[config.mk]
export PLATFORM = sky130hd
export DESIGN_NAME = present_dec_control
export DESIGN_NICKNAME = d
export VERILOG_FILES = /design/src/rtl/present_dec_control.sv
export SDC_FILE = /design/constraint.sdc
export NUM_CORES = 1
export LEC_CHECK = 0
export CAP_MARGIN = 20
export CORE_MARGIN = 1
export CORE_UTILIZATION = 40
export CTS_BUF_LIST = sky130_fd_sc_hd__clkbuf_16
export CTS_CLUSTER_SIZE = 30
export DETAILED_ROUTE_END_ITERATION = 8
export DONT_BUFFER_PORTS = 1
export PLACE_DENSITY_LB_ADDON = 0.25
export SYNTH_ARGS = -nofsm -noshare
export SYNTH_HDL_FRONTEND = slang
export SYNTH_SLANG_ARGS = --single-unit
[constraint.sdc]
create_clock -name ck -period 3.5 [get_ports ck]
set_input_delay 0.7 -clock ck [delete_from_list [all_inputs] [get_ports ck]]
set_output_delay 0.7 -clock ck [all_outputs]
set_load 0.02 [all_outputs]
[src/rtl/present_dec_control.sv]
// Round sequencer for the PRESENT-80 decryption datapath: optional forward
// key-expansion pass, then 32 inverse rounds counting down, then a ready pulse.
module present_dec_control #(
  parameter bit KEY_PRE = 1'b1,
  parameter int CW      = 5
) (
  input  logic          ck,
  input  logic          rn,
  input  logic          sta,
  output logic [CW-1:0] cnt,
  output logic          kex,
  output logic          act,
  output logic          rf,
  output logic          k0,
  output logic          rdy,
  output logic          busy
);

  typedef enum logic [1:0] {
    S_IDLE = 2'd0,
    S_KEY  = 2'd1,
    S_DEC  = 2'd2
  } state_t;

  localparam logic [CW-1:0] CNT_ZERO = {CW{1'b0}};
  localparam logic [CW-1:0] CNT_MAX  = {CW{1'b1}};
  localparam logic [CW-1:0] CNT_ONE  = {{(CW-1){1'b0}}, 1'b1};

  state_t        r_state;
  state_t        w_state_nxt;
  logic [CW-1:0] r_cnt;
  logic [CW-1:0] w_cnt_nxt;
  logic          r_rdy;
  logic          w_rdy_nxt;

  // State, counter and ready pulse registers
  always_ff @(posedge ck or negedge rn) begin
    if (!rn) begin
      r_state <= S_IDLE;
      r_cnt   <= CNT_ZERO;
      r_rdy   <= 1'b0;
    end else begin
      r_state <= w_state_nxt;
      r_cnt   <= w_cnt_nxt;
      r_rdy   <= w_rdy_nxt;
    end
  end

  // Next-state logic; a start request overrides whatever run is in progress
  always_comb begin
    w_state_nxt = r_state;
    w_cnt_nxt   = r_cnt;
    w_rdy_nxt   = 1'b0;
    if (sta) begin
      if (KEY_PRE) begin
        w_state_nxt = S_KEY;
        w_cnt_nxt   = CNT_ZERO;
      end else begin
        w_state_nxt = S_DEC;
        w_cnt_nxt   = CNT_MAX;
      end
    end else begin
      case (r_state)
        S_IDLE: begin
          w_state_nxt = S_IDLE;
          w_cnt_nxt   = r_cnt;
        end
        S_KEY: begin
          // Key schedule ends on K32, which is exactly the first key decryption needs
          if (r_cnt == CNT_MAX) begin
            w_state_nxt = S_DEC;
            w_cnt_nxt   = CNT_MAX;
          end else begin
            w_state_nxt = S_KEY;
            w_cnt_nxt   = r_cnt + CNT_ONE;
          end
        end
        S_DEC: begin
          if (r_cnt == CNT_ZERO) begin
            w_state_nxt = S_IDLE;
            w_cnt_nxt   = CNT_ZERO;
            w_rdy_nxt   = 1'b1;
          end else begin
            w_state_nxt = S_DEC;
            w_cnt_nxt   = r_cnt - CNT_ONE;
          end
        end
        default: begin
          w_state_nxt = S_IDLE;
          w_cnt_nxt   = CNT_ZERO;
        end
      endcase
    end
  end

  // Output decode from registered state and counter only
  always_comb begin
    kex  = 1'b0;
    act  = 1'b0;
    rf   = 1'b0;
    k0   = 1'b0;
    case (r_state)
      S_KEY: begin
        kex = 1'b1;
        k0  = (r_cnt == CNT_ZERO);
      end
      S_DEC: begin
        act = 1'b1;
        rf  = (r_cnt == CNT_MAX);
      end
      default: begin
        kex = 1'b0;
        act = 1'b0;
      end
    endcase
    busy = kex | act;
    cnt  = r_cnt;
    rdy  = r_rdy;
  end

endmodule
# After elaboration in Yosys (flattened, before gate mapping)
# Cells that the tools add are included.
[classes]
eq_ne = 4
mux = 15
n_reduce_logical = 2
n_addsub = 2
bitwise_logic = 1
[op_table]
columns = ["operator", "count"]
rows = [
  ["2-to-1 mux 5 bit", 3],
  ["one-hot mux 5 bit (3 select lines)", 1],
  ["2-to-1 mux 1 bit", 7],
  ["2-to-1 mux 2 bit", 3],
  ["adder 5 x 1 -> 5 bit, second input constant", 1],
  ["== test 5 bit, second input constant", 1],
  ["logical NOT 5 bit", 1],
  ["subtractor 5 x 1 -> 5 bit, second input constant", 1],
  ["one-hot mux 2 bit (2 select lines)", 1],
  ["== test 2 x 1 -> 1 bit, second input constant", 1],
  ["== test 2 bit, second input constant", 1],
  ["logical NOT 2 bit", 1],
  ["!= test 2 bit, second input constant", 1],
  ["bitwise OR 1 bit", 1],
]
[word_totals]
in_bits = 3
reg_bits = 8
out_inout_bits = 11
elab_cells = 27

# Depth between registers and ports, before layout
# Gate-level depths: netlist (run 1).
[logic_depth]
ltp_word = 4
ltp_mapped = 6
depth_no_buf = 6

# Worst setup path after synthesis (run 1)
# Ideal clock, no wire load.
[synth_path]
kind = "register to output"
startpoint = "reg r_cnt[0] (netlist: cnt[0])"
endpoint = "out k0"
setup_slack_ps = 1274
arrival_ps = 1526
path_stages_with_launch = 5
cell_sequence = "dfrtp_1 > inv_1 > ha_1 > or4b_4 > nor2_1"
[synth_between]
elab_chain_len = 2
[synth_rtl]
columns = ["item", "line", "source"]
rows = [
  ["from (decl)", "31", "logic [CW-1:0] r_cnt;"],
  ["from (signal assigned)", "44", "r_cnt <= w_cnt_nxt;"],
  ["logical NOT 5 bit", "105", "k0 = (r_cnt == CNT_ZERO);"],
  ["2-to-1 mux 1 bit", "102", "case (r_state)"],
  ["to (decl)", "14", "output logic k0,"],
]
# Every way passes these cells.

# Worst setup path after layout (run 1)
# Same ends and word-level chain as after synthesis.

==> summary.txt, run 1 <==
Yosys
  – Post-synthesis sequential area ratio: 36.2%
  – FF+latch count, synth: 8
  – Synth area leader: dfrtp_1
  – Cell area after synthesis: 553 um^2
  – Synth Instances: 61
  – Syn nets: 69
  – Top-area cell type share of the netlist area: 36.2%
  – Top post-synthesis cells by area: dfrtp_1, ha_1, inv_1
  – Synth warn: 0
  – Post-synth cell types: 26
  – Avg Inst Size Synth: 9.07 um^2

Timing
  – Maximum clock rate: 0.392 GHz
  – Final Slew Violations: 0
  – Final Hold Vio Count: 0
  – Slew @ Worst Pin: 0.484 ns
  – WHS: 0.166 ns
  – Period minus WS final: 2.55 ns
  – Worst rel slew slack: 67.7%
  – Count of final setup violators: 0
  – Period utilisation layout: 72.9%
  – Setup tns final: 0 ns
  – Clock skew: 0.00164 ns
  – RSZ-0062 raised after global routing: false

Clocking
  – Post-CTS setup repair buffer count: 0
  – H-tree levels: 1
  – CTS tree: built
  – Clock Path Buffers: 2
  – Root buffer cell: clkbuf_16
  – Clock Sinks: 8
  – Hold-fix buffers, CTS: 0
  – Inserted Clock Buffers: 3
  – CTS resizes: 0
  – Clock-pin slew on the worst setup and hold paths: 0.04 ns
  – Clock Latency Late Sink: 0.23 ns

Layout
  – Most frequent cells in the layout: inv_1, dfrtp_1, a21oi_1, ha_1
  – Area growth syn-to-layout: 13.6%
  – Share of layout cells above drive strength 1: 11.3%
  – Final nets: 72
  – Diodes inserted: 0

Pwr
  – Comb pwr share: 8.3%
  – Internal power: 0.000255 W
  – Clock share of power: 58.6%
  – Worst VDD drop: 0.144 mV
  – Sw power: 0.0000650 W
  – Switching part of the total: 20.3%
  – Power Density: 509 mW/mm^2
  – Leak pwr: 0.310 nW
  – Flop pwr share: 33.0%

Place
  – Port bufs: 0
  – Post-DP HPWL: 876 um
  – Gp weighted congestion: 0.783

Setup path
  – CP startpoint kind: flip-flop
  – Worst setup EP type: output pin
  – Setup crit start: cnt[0]
  – CP required: 2.80 ns
  – Setup CP Type: flip-flop to output pin
  – Reg2reg start: cnt[0]
  – Arr. time, crit path: 1.85 ns
  – RR Endpoint: cnt[2]
  – CP Capture Point: k0
  – Worst Path Max Fanout: 8
  – Reg2reg path depth: 6
  – Reg2Reg Setup Slack: 1.65 ns

Detailed routing
  – Drt first pass iters: 6
  – Post-route DRC: 2
  – Drt wl/cell: 15.2 um
  – DRT antenna net count: 0
  – Via Count: 442
  – Routed WL: 1170 um
  – Mean number of vias per cell: 5.74
  – Initial DRC count: 6

Worst hold path
  – Type of the most critical hold path: input port to async pin

Die
  – Site row count: 13
  – Die H: 39.2 um
  – Die W: 39.2 um
  – DIE AREA: 0.00154 mm^2
  – Starting Density: 42.5%
  – Core Box Area: 0.00130 mm^2
  – I/O Pins: 14

Global routing
  – Number of antenna violations at the first check in global routing: 0
  – Global route overflow: 0
  – Tot GR Track Use: 19.0%
  – Vias in the first global route: 419
  – Largest net degree at the start of global routing: 12
  – Global-route wire length before repair: 1840 um

Status
  – Failing checks: design-rule violations
  – Status: finished, violations left

Run
  – Max-Cap Viols: 0
[registers in the layout (all words and copies together), names as in the netlist]
signal and count:
cnt 5, r_state 2, rdy 1
[cell usage after synthesis]
library cell,number
a21boi_0,1
a21oi_1,5
a22o_1,3
a31o_2,1
a31oi_1,1
a32o_1,1
a41o_1,1
and2_1,1
and2b_1,1
and4_2,1
buf_4,1
buf_6,1
dfrtp_1,8
ha_1,5
inv_1,8
nand2_1,4
nand2_2,1
nor2_1,2
nor3_1,4
nor3b_1,1
o21ai_0,4
o21ai_1,2
o22ai_1,1
o32ai_1,1
or4b_4,1
xnor2_1,1
[power by group through the flow]
stage | Clock, W | Combinational [W] | Sequential [W]
after global placement | 0 | 0.0000259 | 0.000107
final | 0.000188 | 0.0000266 | 0.000106
after detailed placement | 0 | 0.0000263 | 0.000107
after floorplan | 0 | 0.0000251 | 0.000104
after global routing | 0.000198 | 0.0000303 | 0.000107
after CTS | 0.000192 | 0.0000265 | 0.000106
[worst min path at each step]
stage,to,slack [ns],cells after the start
floorplan,cnt[0],0.40,0
global placement,cnt[3],0.40,0
detailed placement,cnt[3],0.40,0
CTS,rdy,0.16,0
global route,cnt[1],0.16,0
finish,cnt[1],0.17,0
[stage by stage]
step,setup WS [ns],util [%],cell area (um^2),power (W),cells
floorplan,1.27,-,553,0.000129,61
global placement,1.21,42.5,553,0.000133,74
detailed placement,1.19,42.5,553,0.000133,74
CTS,0.941,48.3,628,0.000324,77
global route,0.855,48.3,628,0.000335,77
finish,0.949,48.3,628,0.000320,77
[metal layers]
layer	vias up	track usage [%]	routed length [um]
li1	220	-	-
met1	205	24.1	530
met2	17	26.7	564
met3	0	6.94	72
met4	0	12.1	0
met5	-	0	0
[final cells by class]
type                    instances  area (um^2)
fillers                       129          673
multi-input cells              43          304
flip-flops and latches          8          200
clock buffers                   3         75.1
inverters                       8         30.0
well taps                      15         18.8
[worst max-delay path, cell delays in order (launching register included)]
cell and delay, ns:
dfrtp_1 0.51, inv_1 0.11, ha_1 0.18, or4b_4 0.49, nor2_1 0.33
[cells by family after synthesis]
kind of cell               synth area share (%)
AOI/OAI and AO/OA                          25.1
xor gates and xnor gates                   1.58
adders and majority gates                  11.3
buffers and inverters                      8.82
DFF                                        36.2
and+or+nand+nor                            17.0
Note: power is estimated with default switching activity, not from simulation.
==> run 2: changes to the inputs <==
==> constraint.sdc (replaced) <==
create_clock -name ck -period 2.4 [get_ports ck]
set_input_delay 0.48 -clock ck [delete_from_list [all_inputs] [get_ports ck]]
set_output_delay 0.48 -clock ck [all_outputs]
set_load 0.02 [all_outputs]
==> run 2 against run 1 <==
  * Cell area grew 7.6%
  * First-iteration DRC count rose to 4.0 times the previous value
  * The flow still finishes with violations (design-rule violations)
  * Sequential share of layout area fell by 2.2 points
  * Clock-buffer cell count unchanged
==> summary.txt, run 2 (synthesis results as in run 1) <==
Timing
  – Slew @ Worst Pin: 0.405 ns (-0.0796 ns)
  – Final Hold Vio Count: 0 (unchanged)
  – Clock skew: 0.00114 ns (-0.000500 ns)
  – RSZ-0062 raised after global routing: false
  – Period utilisation layout: 89.1%
  – Final Slew Violations: 0 (unchanged)
  – Count of final setup violators: 0 (unchanged)
  – Period minus WS final: 2.14 ns
  – Setup tns final: 0 ns (unchanged)
  – Maximum clock rate: 0.467 GHz
  – Final worst setup slack: 0.261 ns (-0.688 ns)
  – Worst rel slew slack: 73.0% (+5.3 points)
  – WHS: 0.317 ns (+0.152 ns)

Detailed routing
  – Post-route DRC: 2 (unchanged)
  – Drt first pass iters: 6 (unchanged)
  – DRT antenna net count: 0 (unchanged)
  – Mean number of vias per cell: 5.81 (+1.2%)
  – Via Count: 482 (+9.0%)
  – Initial DRC count: 24 (+18)
  – Routed WL: 1330 um (+14%)
  – Drt wl/cell: 16.0 um (+5.6%)

Setup path
  – CP Depth: 4 (unchanged)
  – Critical path cell sequence: inv_1, ha_1, or4b_4, nor2_1
  – Reg2reg path depth: 6 (unchanged)
  – Crit path buffers/inverters: 1 (unchanged)
  – CP startpoint kind: flip-flop
  – Arr. time, crit path: 1.66 ns (-0.19 ns)
  – Critical-path top delay cell: or4b_4
  – Delay-heaviest family, CP: simple AND/OR/NAND/NOR gates
  – Worst setup EP type: output pin
  – CP required: 1.92 ns (-0.88 ns)
  – Crit-path max cell delay: 0.50 ns (about the same)
  – Worst Path Max Fanout: 4 (-4)
  – Setup CP Type: flip-flop to output pin

Place
  – Dpl cells: 79 (+6.8%)
  – Port bufs: 0 (unchanged)
  – Place WS: 0.498 ns (-0.692 ns)
  – Post-DP HPWL: 990 um (+13%)
  – Gp weighted congestion: 0.927 (+18%)

Status
  – Failing checks: design-rule violations
  – Status: finished, violations left

Layout
  – Multi-input logic area: 304 um^2 (unchanged)
  – Final nets: 78 (+8.3%)
  – Non-filler instance count after layout: 83 (+7.8%)
  – Seq. cell area: 200 um^2 (unchanged)
  – Diodes inserted: 0 (unchanged)
  – Max reg flops: 5 (unchanged)
  – Area growth syn-to-layout: 22.2%
  – Most frequent cells in the layout: inv_1, dfrtp_1, a21oi_1, ha_1, buf_4
  – Share of layout cells above drive strength 1: 17.6% (+6.4 points)
  – Number of fill cells: 120 (-7.0%)

Global routing
  – Number of antenna violations at the first check in global routing: 0 (unchanged)
  – Largest net degree at the start of global routing: 11 (-1)
  – Vias in the first global route: 484 (+16%)
  – Global route overflow: 0 (unchanged)
  – Global-route wire length before repair: 2130 um (+16%)
  – Tot GR Track Use: 22.5% (+3.5 points)

Die
  – Starting Density: 42.5% (unchanged)
  – Die H: 39.2 um (unchanged)
  – DIE AREA: 0.00154 mm^2 (unchanged)
  – Die W: 39.2 um (unchanged)
  – I/O Pins: 14 (unchanged)
  – Site row count: 13 (unchanged)
  – Core Box Area: 0.00130 mm^2 (unchanged)

Pwr
  – Leak pwr: 0.339 nW (+9.5%)
  – Power Density: 715 mW/mm^2 (+40%)
  – Total Power: 0.000483 W (+51%)
  – Worst VDD drop: 0.661 mV (+360%)

Worst hold path
  – Type of the most critical hold path: input port to flip-flop
  – WHS Path Cells: 1

Clocking
  – Clock Sinks: 8 (unchanged)
  – Inserted Clock Buffers: 3 (unchanged)
  – CTS tree: built
  – Clock Latency Late Sink: 0.23 ns (about the same)
  – Clock-pin slew on the worst setup and hold paths: 0.04 ns (about the same)
  – H-tree levels: 1 (unchanged)
  – Clock Path Buffers: 2 (unchanged)
  – CTS resizes: 0 (unchanged)
  – Root buffer cell: clkbuf_16

Run
  – Max-Cap Viols: 0 (unchanged)
run 2: power breakdown:
group	internal (W)	total [W]	switching (W)
Sequential	0.000140	0.000142	0.00000205
Clock	0.000215	0.000280	0.0000649
Combinational	0.0000242	0.0000616	0.0000374
Total	0.000379	0.000483	0.000104
run 2: area by class of cell:
class,count,area share (%)
multi-input combinational,43,45.0
sequential,8,29.6
tap,15,2.78
inverter,8,4.44
clock buffer,3,11.1
timing repair buffer,6,7.04
run 2: per-stage QoR:
stage / area [um^2] / utilization (%)
final: 676 / 51.9
after global placement: 591 / 45.4
after global routing: 676 / 51.9
after CTS: 676 / 51.9
after detailed placement: 591 / 45.4
after floorplan: 553 / -
run 2: worst reg2reg max path, cell delays in order, from the launching register on:
cell	delay (ns)
dfrtp_1	0.36
inv_1	0.06
ha_1	0.18
or4b_4	0.50
nand2_2	0.12
o32ai_1	0.09
a32o_1	0.21
run 2: per-layer routing:
layer  track usage (%)  part of all wire (%)  vias to the layer above
li1                  -                     -                      237
met1              24.2                    41                      210
met2              33.8                    47                       31
met3              12.7                    10                        4
met4              13.8                   2.3                        0
met5                 0                     0                        -
run 2: path summary, 6_finish.rpt:
kind,start,slack (ns),to
setup / recovery,cnt[0],0.26,k0
hold / removal,sta,0.32,rdy
setup reg to reg,cnt[0],0.76,cnt[2]
hold reg to reg,cnt[3],0.58,rdy
max in group asynchronous,rn,1.51,r_state[0]
min in group asynchronous,rn,0.61,r_state[1]
run 2: timing repair:
action / CTS / global route
endpoints found under the hold margin: 8 / 0
setup buffers: 0 / 0
hold buffers: 1 / 0
